### src/rtl/mem_pkg.sv
// Shared definitions for the load/store memory access unit:
// access sizes, FSM states and alignment helpers.
package mem_pkg;

    localparam logic [1:0] SZ_B = 2'b00;
    localparam logic [1:0] SZ_H = 2'b01;
    localparam logic [1:0] SZ_W = 2'b10;
    localparam logic [1:0] SZ_D = 2'b11;

    localparam int DW_BYTES = 8;

    typedef enum logic [2:0] {
        IDLE   = 3'd0,
        READ   = 3'd1,
        WRITE  = 3'd2,
        RMW_RD = 3'd3,
        RMW_WR = 3'd4,
        RESP   = 3'd5
    } state_e;

    function automatic logic is_misaligned(input logic [2:0] off,
                                           input logic [1:0] sz);
        logic m;
        unique case (sz)
            SZ_B:    m = 1'b0;
            SZ_H:    m = off[0];
            SZ_W:    m = |off[1:0];
            default: m = |off;
        endcase
        return m;
    endfunction

    function automatic logic [63:0] lane_mask(input logic [1:0] sz);
        logic [63:0] m;
        unique case (sz)
            SZ_B:    m = 64'h0000_0000_0000_00ff;
            SZ_H:    m = 64'h0000_0000_0000_ffff;
            SZ_W:    m = 64'h0000_0000_ffff_ffff;
            default: m = 64'hffff_ffff_ffff_ffff;
        endcase
        return m;
    endfunction

endpackage

### src/rtl/mem_access_unit_if.sv
// Pipeline request/response channel plus memory bus of the access unit.
// master = the unit itself, slave = pipeline and memory around it.
interface mem_access_unit_if #(parameter int XLEN = 64);

    logic            req_valid;
    logic            req_ready;
    logic            req_we;
    logic [1:0]      req_size;
    logic            req_unsigned;
    logic [XLEN-1:0] req_addr;
    logic [XLEN-1:0] req_wdata;

    logic            MEM_V;
    logic            we;
    logic [1:0]      size;
    logic [XLEN-1:0] address;
    logic [XLEN-1:0] mem_data;
    logic            v_mem_stall;
    logic [XLEN-1:0] data_out;

    logic            resp_valid;
    logic [XLEN-1:0] resp_data;
    logic            resp_err;

    modport master (
        input  req_valid, req_we, req_size, req_unsigned,
        input  req_addr, req_wdata,
        output req_ready,
        output MEM_V, we, size, address, mem_data,
        input  v_mem_stall, data_out,
        output resp_valid, resp_data, resp_err
    );

    modport slave (
        output req_valid, req_we, req_size, req_unsigned,
        output req_addr, req_wdata,
        input  req_ready,
        input  MEM_V, we, size, address, mem_data,
        output v_mem_stall, data_out,
        input  resp_valid, resp_data, resp_err
    );

endinterface

### src/rtl/load_align.sv
// Extracts a byte/half/word/doubleword from a read doubleword
// and sign- or zero-extends it to the full width.
module load_align
    import mem_pkg::*;
#(
    parameter int XLEN = 64
) (
    input  logic [XLEN-1:0] data,
    input  logic [2:0]      off,
    input  logic [1:0]      size,
    input  logic            is_unsigned,
    output logic [XLEN-1:0] result
);

    logic [XLEN-1:0] sh;

    assign sh = data >> {off, 3'b000};

    always_comb begin
        result = sh;
        unique case (size)
            SZ_B: result = is_unsigned ? {56'd0, sh[7:0]}
                                       : {{56{sh[7]}}, sh[7:0]};
            SZ_H: result = is_unsigned ? {48'd0, sh[15:0]}
                                       : {{48{sh[15]}}, sh[15:0]};
            SZ_W: result = is_unsigned ? {32'd0, sh[31:0]}
                                       : {{32{sh[31]}}, sh[31:0]};
            default: result = sh;
        endcase
    end

endmodule

### src/rtl/mem_access_unit.sv
// Load/store unit: one request at a time, doubleword-aligned memory bus,
// sub-doubleword stores at nonzero offsets done as read-modify-write.
module mem_access_unit
    import mem_pkg::*;
#(
    parameter int XLEN = 64
) (
    input logic              CLK,
    input logic              reset,
    mem_access_unit_if.master bus
);

    localparam int OFF_W = $clog2(DW_BYTES);

    state_e state, state_nxt;

    logic             r_we;
    logic [1:0]       r_size;
    logic             r_uns;
    logic             r_err;
    logic [XLEN-1:0]  r_addr;
    logic [XLEN-1:0]  r_wdata;
    logic [XLEN-1:0]  r_rmw;
    logic [XLEN-1:0]  r_resp;

    logic             accept;
    logic             mis;
    logic             stall;
    logic             mem_phase;
    logic [OFF_W-1:0] off;
    logic [XLEN-1:0]  ld_val;
    logic [XLEN-1:0]  lmask;
    logic [XLEN-1:0]  merged;

    assign accept = bus.req_valid & bus.req_ready;
    assign mis    = is_misaligned(bus.req_addr[2:0], bus.req_size);
    assign stall  = bus.v_mem_stall;
    assign off    = r_addr[OFF_W-1:0];

    load_align #(.XLEN(XLEN)) u_align (
        .data        (bus.data_out),
        .off         (off),
        .size        (r_size),
        .is_unsigned (r_uns),
        .result      (ld_val)
    );

    // Memory only writes from lane 0, so the RMW write is always a full doubleword.
    assign lmask  = lane_mask(r_size) << {off, 3'b000};
    assign merged = (r_rmw & ~lmask)
                  | ((r_wdata << {off, 3'b000}) & lmask);

    always_comb begin
        state_nxt = state;
        unique case (state)
            IDLE: begin
                if (bus.req_valid) begin
                    if (mis)
                        state_nxt = RESP;
                    else if (!bus.req_we)
                        state_nxt = READ;
                    else if (bus.req_addr[2:0] == 3'd0)
                        state_nxt = WRITE;
                    else
                        state_nxt = RMW_RD;
                end
            end
            READ:    if (!stall) state_nxt = RESP;
            WRITE:   if (!stall) state_nxt = RESP;
            RMW_RD:  if (!stall) state_nxt = RMW_WR;
            RMW_WR:  if (!stall) state_nxt = RESP;
            RESP:    state_nxt = IDLE;
            default: state_nxt = IDLE;
        endcase
    end

    always_ff @(posedge CLK or posedge reset) begin
        if (reset) begin
            state   <= IDLE;
            r_we    <= 1'b0;
            r_size  <= SZ_B;
            r_uns   <= 1'b0;
            r_err   <= 1'b0;
            r_addr  <= '0;
            r_wdata <= '0;
            r_rmw   <= '0;
            r_resp  <= '0;
        end else begin
            state <= state_nxt;
            if (accept) begin
                r_we    <= bus.req_we;
                r_size  <= bus.req_size;
                r_uns   <= bus.req_unsigned;
                r_err   <= mis;
                r_addr  <= bus.req_addr;
                r_wdata <= bus.req_wdata;
                r_resp  <= '0;
            end
            if (state == READ && !stall)
                r_resp <= ld_val;
            if (state == RMW_RD && !stall)
                r_rmw <= bus.data_out;
        end
    end

    assign mem_phase = (state == READ) || (state == WRITE)
                    || (state == RMW_RD) || (state == RMW_WR);

    assign bus.req_ready  = (state == IDLE);
    assign bus.MEM_V      = mem_phase;
    assign bus.we         = r_we && ((state == WRITE) || (state == RMW_WR));
    assign bus.address    = mem_phase ? {r_addr[XLEN-1:3], 3'b000} : '0;
    assign bus.resp_valid = (state == RESP);
    assign bus.resp_err   = (state == RESP) && r_err;
    assign bus.resp_data  = r_resp;

    always_comb begin
        bus.size     = SZ_B;
        bus.mem_data = '0;
        unique case (state)
            READ:   bus.size = r_size;
            WRITE: begin
                bus.size     = r_size;
                bus.mem_data = r_wdata;
            end
            RMW_RD: bus.size = SZ_D;
            RMW_WR: begin
                bus.size     = SZ_D;
                bus.mem_data = merged;
            end
            default: ;
        endcase
    end

endmodule
### src/flat_wrapper.sv
// flat-port wrapper written by rule: the top's interface ports become plain ports
module mem_access_unit_flat import mem_pkg::*;
#(
    parameter int XLEN = 64
)
  (CLK, reset, bus_req_valid, bus_req_we, bus_req_size, bus_req_unsigned, bus_req_addr, bus_req_wdata, bus_req_ready, bus_MEM_V, bus_we, bus_size, bus_address, bus_mem_data, bus_v_mem_stall, bus_data_out, bus_resp_valid, bus_resp_data, bus_resp_err);
  mem_access_unit_if #(.XLEN(XLEN)) bus_i ();
  input logic CLK;
  input logic reset;
  input wire logic [$bits(bus_i.req_valid)-1:0] bus_req_valid;
  input wire logic [$bits(bus_i.req_we)-1:0] bus_req_we;
  input wire logic [$bits(bus_i.req_size)-1:0] bus_req_size;
  input wire logic [$bits(bus_i.req_unsigned)-1:0] bus_req_unsigned;
  input wire logic [$bits(bus_i.req_addr)-1:0] bus_req_addr;
  input wire logic [$bits(bus_i.req_wdata)-1:0] bus_req_wdata;
  output wire logic [$bits(bus_i.req_ready)-1:0] bus_req_ready;
  output wire logic [$bits(bus_i.MEM_V)-1:0] bus_MEM_V;
  output wire logic [$bits(bus_i.we)-1:0] bus_we;
  output wire logic [$bits(bus_i.size)-1:0] bus_size;
  output wire logic [$bits(bus_i.address)-1:0] bus_address;
  output wire logic [$bits(bus_i.mem_data)-1:0] bus_mem_data;
  input wire logic [$bits(bus_i.v_mem_stall)-1:0] bus_v_mem_stall;
  input wire logic [$bits(bus_i.data_out)-1:0] bus_data_out;
  output wire logic [$bits(bus_i.resp_valid)-1:0] bus_resp_valid;
  output wire logic [$bits(bus_i.resp_data)-1:0] bus_resp_data;
  output wire logic [$bits(bus_i.resp_err)-1:0] bus_resp_err;
  assign bus_i.req_valid = bus_req_valid;
  assign bus_i.req_we = bus_req_we;
  assign bus_i.req_size = bus_req_size;
  assign bus_i.req_unsigned = bus_req_unsigned;
  assign bus_i.req_addr = bus_req_addr;
  assign bus_i.req_wdata = bus_req_wdata;
  assign bus_req_ready = bus_i.req_ready;
  assign bus_MEM_V = bus_i.MEM_V;
  assign bus_we = bus_i.we;
  assign bus_size = bus_i.size;
  assign bus_address = bus_i.address;
  assign bus_mem_data = bus_i.mem_data;
  assign bus_i.v_mem_stall = bus_v_mem_stall;
  assign bus_i.data_out = bus_data_out;
  assign bus_resp_valid = bus_i.resp_valid;
  assign bus_resp_data = bus_i.resp_data;
  assign bus_resp_err = bus_i.resp_err;
  mem_access_unit #(.XLEN(XLEN)) u_core (.CLK(CLK), .reset(reset), .bus(bus_i));
endmodule
### config.mk
export PLATFORM = sky130hd
export DESIGN_NAME = mem_access_unit_flat
export DESIGN_NICKNAME = d
export VERILOG_FILES = /design/src/rtl/mem_pkg.sv /design/src/rtl/mem_access_unit_if.sv /design/src/rtl/load_align.sv /design/src/rtl/mem_access_unit.sv /design/src/flat_wrapper.sv
export SDC_FILE = /design/constraint.sdc
export NUM_CORES = 1
export LEC_CHECK = 0
export BUFFER_PORTS_ARGS = -buffer_cell sky130_fd_sc_hd__buf_2
export CORE_MARGIN = 8
export CORE_UTILIZATION = 54
export CTS_BUF_LIST = sky130_fd_sc_hd__clkbuf_8 sky130_fd_sc_hd__clkbuf_16
export CTS_CLUSTER_DIAMETER = 50
export DETAILED_ROUTE_END_ITERATION = 6
export PLACE_DENSITY_LB_ADDON = 0.05
export SYNTH_ARGS = -nofsm -noshare
export SYNTH_HDL_FRONTEND = slang
export SYNTH_HIERARCHICAL = 1
export SYNTH_SLANG_ARGS = --single-unit
export TNS_END_PERCENT = 50
### constraint.sdc
create_clock -name CLK -period 11.2 [get_ports CLK]
set_input_delay 2.24 -clock CLK [delete_from_list [all_inputs] [get_ports CLK]]
set_output_delay 2.24 -clock CLK [all_outputs]
set_load 0.02 [all_outputs]
=== After elaboration in Yosys (flattened, before gate mapping) ===
Index checks and enable logic that the tools add are counted.

* $add $sub $neg: 0
* Multiply operators: 0
* Div/mod/pow operators: 0
* Order comparisons: 0
* Eq/ne operators: 12
* Shifts and indexed selects: 3
* Multiplexer cells: 18
* Bitwise operators: 5
* Reductions and logical operators: 20

{| class="wikitable"
|+ Operators by type and width
! kind !! number
|-
| $mux 64 || 6
|-
| $pmux 64 s3 || 2
|-
| $and 64x64->64 || 2
|-
| $pmux 64 s2 || 1
|-
| $shl 64x6->64 || 2
|-
| $not 64->64 || 1
|-
| $or 64x64->64 || 1
|-
| $shr 64x6->64 || 1
|-
| $mux 3 || 5
|-
| $pmux 3 s3 || 1
|-
| $eq 3x2->1 const B || 2
|-
| $eq 3x3->1 const B || 2
|-
| $logic_not 3->1 || 2
|-
| $ne 2x2->1 const B || 3
|-
| $reduce_or 2->1 || 3
|-
| $reduce_or 3->1 || 2
|-
| $eq 2x1->1 const B || 2
|-
| $eq 2x2->1 const B || 2
|-
| $logic_and 1x1->1 || 4
|-
| $logic_not 2->1 || 2
|-
| $logic_or 1x1->1 || 4
|-
| $pmux 2 s2 || 1
|-
| $eq 3x1->1 const B || 1
|-
| $pmux 1 s3 || 1
|-
| other kinds (5) || 5
|}

* Bits in registers: 264
* Bits in latches: 0
* Bits in writable memories: 0
* ROM bits: 0
* Input port bits: 200
* Output and inout bits: 199
* Logic and storage cells: 67
* Memories kept: 0

=== Longest topological paths before layout ===
* Word-level depth: 7
* Mapped depth: 9
* Depth with buffers taken out: 6

=== Modules after synthesis ===
The synthesis kept the hierarchy.

{| class="wikitable"
|+ By module, submodules not included
! module !! times used !! cells an instance !! area each (µm²) !! sequential area each (µm²)
|-
| mem_access_unit || 1 || 1211 || 13545.5 || 6606.3
|-
| load_align || 1 || 264 || 2299.7 || 0.0
|}

=== Worst setup path before layout ===
OpenSTA, ideal clock, no wires.

* Path type: register to output
* Start: register u_core.r_addr[1]
* End: output port bus_mem_data[16]
* Arrival time: 1.886 ns
* Data required time: 8.960 ns
* Path slack: 7.074 ns
* Stages on the path, launching flop included: 8
* Path buffers: 2
* Path through: dfrtp_1 -> buf_2 -> and2b_2 -> buf_2 -> nand2_1 -> o21ai_0 -> mux2i_1 -> o21ai_0

* Cells in the longest elaborated chain, start to end: 5
* Elaborated cells between the ends (all ways): 7
* Classes of those cells: shift: 2; mux: 1; bitwise: 4

{| class="wikitable"
|+ RTL lines
! item !! line !! text
|-
| start, declared || mem_access_unit.sv:21 || <nowiki>logic [XLEN-1:0] r_addr;</nowiki>
|-
| start signal, assigned || mem_access_unit.sv:95 || <nowiki>r_addr <= bus.req_addr;</nowiki>
|-
| $shl 64x6->64 || mem_access_unit.sv:49 || <nowiki>assign lmask = lane_mask(r_size) << {off, 3'b000};</nowiki>
|-
| $not 64->64 || mem_access_unit.sv:50 || <nowiki>assign merged = (r_rmw & ~lmask)</nowiki>
|-
| $and 64x64->64 || mem_access_unit.sv:50 ||
|-
| $or 64x64->64 * || mem_access_unit.sv:51 || <nowiki>| ((r_wdata << {off, 3'b000}) & lmask);</nowiki>
|-
| $pmux 64 s2 * || mem_access_unit.sv:120 || <nowiki>unique case (state)</nowiki>
|-
| end, declared || flat_wrapper.sv:21 || <nowiki>output wire logic [$bits(bus_i.mem_data)-1:0] bus_mem_data;</nowiki>
|}

Every way passes the cells marked *; elsewhere a longest branch is shown, timed or not.

=== Final worst setup path ===
* Start: register u_core.r_addr[0]
* End: output port bus_mem_data[36]

Same word-level chain as after synthesis.

==> metrics.md <==
| Metric | Value |
|---|---|
| Terminus of the critical flop-to-flop path | u_core/bus.resp_data[16]$_DFFE_PP0P_ |
| Die height | 187 um |
| Via count | 13.9k |
| Die Area | 0.0351 mm2 |
| WP buf/inv | 2 |
| Reg2Reg Depth | 8 |
| Drt total wl | 57,900 um |
| Hold_sp | u_core/r_addr[59]$_DFFE_PP0P_ |
| Largest net degree at the start of global routing | 140 |
| Iter 0 DRT Violations | 1,359 |
| Multi-input gate area | 0.00848 mm2 |
| RSZ-0062 raised after global routing | false |
| Pre-Repair DR Iteration Count | 7 |
| Leakage | 0.00896 uW |
| Initial antenna violation count | 9 |
| Residual DRC | 0 |
| Max cap viols | 0 |
| Hold buffers post-CTS | 0 |
| Worst path required time | 8.96 ns |
| Simple-gate area share of the yosys netlist | 12.3% |
| Reg2reg start | u_core/r_addr[1]$_DFFE_PP0P_ |
| Post-route insts no fill | 2,207 |
| Fin. max-slew vios | 0 |
| Grt ovf | 0 |
| Fillcell total | 2,367 |
| CTS sink cnt | 264 |
| Setup crit end kind | output port |
| Pwr dens | 340 mW/mm2 |
| Max FO, Critical Path | 63 |
| Final #Nets | 1,992 |
| RePlAce Congestion | 1.00 |
| Avg WL per Cell | 26.2 um |
| Post-cts resize count | 0 |
| Share of the yosys chip area belonging to registers | 41.7% |
| Commonest non-fill, non-tap cell in the layout | buf_2 |
| Async set-reset flop share out of synthesis | 100% |
| CTS buffer count | 34 |
| Die width | 187 um |
| Post-synth top flop | dfrtp_1 |
| Slew @ Worst Pin | 1.11 ns |
| ANT nets after route | 0 |
| IO Count | 399 |
| Post-Synth Adder-Cell Area | 0% |
| Compound-Gate Fraction of Synth Area | 13.5% |
| Top cell family by delay on the critical path | simple AND/OR/NAND/NOR gates |
| Maximum buffer depth of the clock tree | 3 |
| Synth Warn # | 6 |
| Clock transition at path regs | 0.06 ns |
| Final hold violation count | 0 |
| Crit path cell chain | buf_4 > or2_1 > nor3_1 > nor4_2 > a32oi_1 > nand2_1 > buf_2 |
| Post-Syn Instances | 1,475 |
| Post-Synth XOR/XNOR Area | 0.0553% |
| Final WS setup | 5.08 ns |
| First-pass GRT wire length | 86,400 um |
| Fin crit share | 54.6% |
| Clk_skew | 0.0132 ns |
| Startpoint types | register |
| Mux cell area share after synthesis | 27.3% |
| Critical Path AT | 3.88 ns |
| Final setup TNS | 0 ns |
| Crit Path Class | reg -> out |
| Synth Register Bits | 264 |
| Placeable Area | 0.0288 mm2 |
| Slowest cell on crit path | nor4_2 |
| Synth-to-layout area growth | 19.4% |
| Placed insts | 2,140 |
| Initial Utilization | 55.1% |
| Input/output buffers | 395 |
| Synth unique cells | 65 |
| H-tree Lvls | 2 |
| Final design utilization | 65.8% |
| Fin Hold WS | 0.495 ns |
| Post-DP HPWL | 42,700 um |
| Status | complete, no violations |
| CTS tree | yes |
| Worst hold path class | reg -> reg |
| Hold Path End | u_core/r_addr[59]$_DFFE_PP0P_ |
| Largest family of logic cells by synthesized area | multiplexers |
| R2R Setup Slk | 7.68 ns |
| Reg area | 0.00662 mm2 |
| Synthesized cell area | 0.0158 mm2 |
| # rows | 62 |
| Fin crit period | 6.12 ns |
| Share of post-route cells with drive strength above 1 | 39.1% |
| Pre-CTS setup slack | 5.69 ns |
| Worst hold stages | 1 |
| GRT Overall Usage | 31.5% |
| Relative slew slack | 26.2% |
| Clock latency on the worst-skew pair | 0.52 ns |
| Via-per-instance ratio | 6.29 |
| Vias in the first global route | 13.7k |
| Post-CTS setup buffer count | 0 |
| Worst path max stage delay | 0.83 ns |
| Peak VDD IR | 227 uV |
| Final setup fails | 0 |
| CTS root buf | clkbuf_16 |
| F_max | 164 MHz |
| Most frequent cells in the layout | 395 x buf_2, 261 x dfrtp_1, 221 x nand2_1 |
| Mean Syn Cell Area | 10.7 um2 |
| Number of flops mapped to enable cells by yosys | 0 |
-- sequential cells by signal, summed over array words and instances, names as in the netlist --
register	cells
u_core/bus.resp_data	64
u_core/r_we	1
u_core/r_size	2
u_core/state	3
u_core/r_rmw	64
u_core/r_addr	64
u_core/r_err	1
u_core/r_uns	1
u_core/r_wdata	64
-- power by group --
part           internal [uW]  switching, uW  leakage, uW
registers               1380            594      0.00332
clock network            710            443     0.000621
logic                   1360           1950      0.00501
total                   3440           2990      0.00896
-- cell usage after synthesis, types with 3 or more instances --
cell type | count | area [um2]
o2111ai_1 | 14 | 123
o221ai_2 | 8 | 120
o2bb2ai_1 | 9 | 78.8
a2111oi_2 | 8 | 120
inv_1 | 6 | 22.5
dfrtp_1 | 264 | 6610
and2_1 | 67 | 419
buf_1 | 4 | 15.0
nand2_1 | 221 | 830
o21ai_1 | 19 | 95.1
a22oi_1 | 22 | 165
buf_4 | 30 | 225
a22o_1 | 10 | 87.6
a221oi_1 | 4 | 35.0
buf_2 | 51 | 255
nor2_1 | 35 | 131
nand3_1 | 18 | 90.1
o21a_1 | 6 | 45.0
mux2i_1 | 98 | 981
o211ai_1 | 6 | 45.0
o21ai_0 | 104 | 521
a211oi_1 | 16 | 120
a221o_1 | 20 | 200
and3_1 | 3 | 18.8
nor3_1 | 5 | 25.0
a222oi_1 | 4 | 40.0
mux4_2 | 33 | 743
nand2b_1 | 7 | 43.8
clkbuf_1 | 29 | 109
nor2b_1 | 16 | 100
o22ai_1 | 9 | 56.3
a21oi_1 | 22 | 110
mux2_2 | 172 | 1940
mux2_1 | 59 | 664
buf_6 | 15 | 169
nand4_1 | 27 | 169
-- final cells by class --
| type | count | share of cell area [%] |
|---|---|---|
| Clock inverter | 17 | 1.15 |
| Clock buffer | 45 | 5.30 |
| Inverter | 6 | 0.159 |
| Timing Repair Buffer | 409 | 11.0 |
| Antenna cell | 5 | 0.0661 |
| Multi-Input combinational cell | 1077 | 44.8 |
| Sequential cell | 264 | 35.0 |
| Tap cell | 384 | 2.54 |
-- worst max path at each step --
stage | cells past startpoint | slack [ns] | start | end
2_1_floorplan | 1 | 1.69 | reset | u_core/bus.resp_data[0]$_DFFE_PP0P_
3_3_place_gp | 7 | 5.76 | u_core/r_addr[0]$_DFFE_PP0P_ | bus_mem_data[36]
3_5_place_dp | 7 | 5.69 | u_core/r_addr[0]$_DFFE_PP0P_ | bus_mem_data[36]
4_1_cts | 7 | 5.13 | u_core/r_addr[0]$_DFFE_PP0P_ | bus_mem_data[36]
5_1_grt | 7 | 4.84 | u_core/r_addr[0]$_DFFE_PP0P_ | bus_mem_data[36]
6_report | 7 | 5.08 | u_core/r_addr[0]$_DFFE_PP0P_ | bus_mem_data[36]
-- kinds of logic (layout without fill, tap and decap cells) --
family,count (synthesis),after routing
simple gates,414,414
mux,362,362
compound gates,297,297
flops,264,264
buf+inv,136,477
other cells,1,8
xor+xnor,1,1
-- routing by layer --
layer  track usage [%]  wire (um)  vias to the layer above
met1              42.4      23800                     6880
li1                  -          -                     6036
met4              12.8       2300                        8
met2              47.6      25800                      831
met3              8.67       5950                      136
met5                 0         46                        -
-- per-stage QoR --
stage | total power (uW) | instance area [um2]
finish | 6430 | 18900
global route | 6730 | 18900
CTS | 6400 | 18900
detailed placement | 5220 | 17700
global placement | 5190 | 17700
floorplan | 4190 | 15900
-- worst reg2reg max path, delay by kind of cell (launching register included) --
family                 cells  cell delay [ns]
muxes                      1             0.48
DFF                        1             0.86
and+or+nand+nor            3             0.40
buffers and inverters      2             1.20
AOI/OAI and AO/OA          2             0.41
Power figures use the tool's default switching activity.
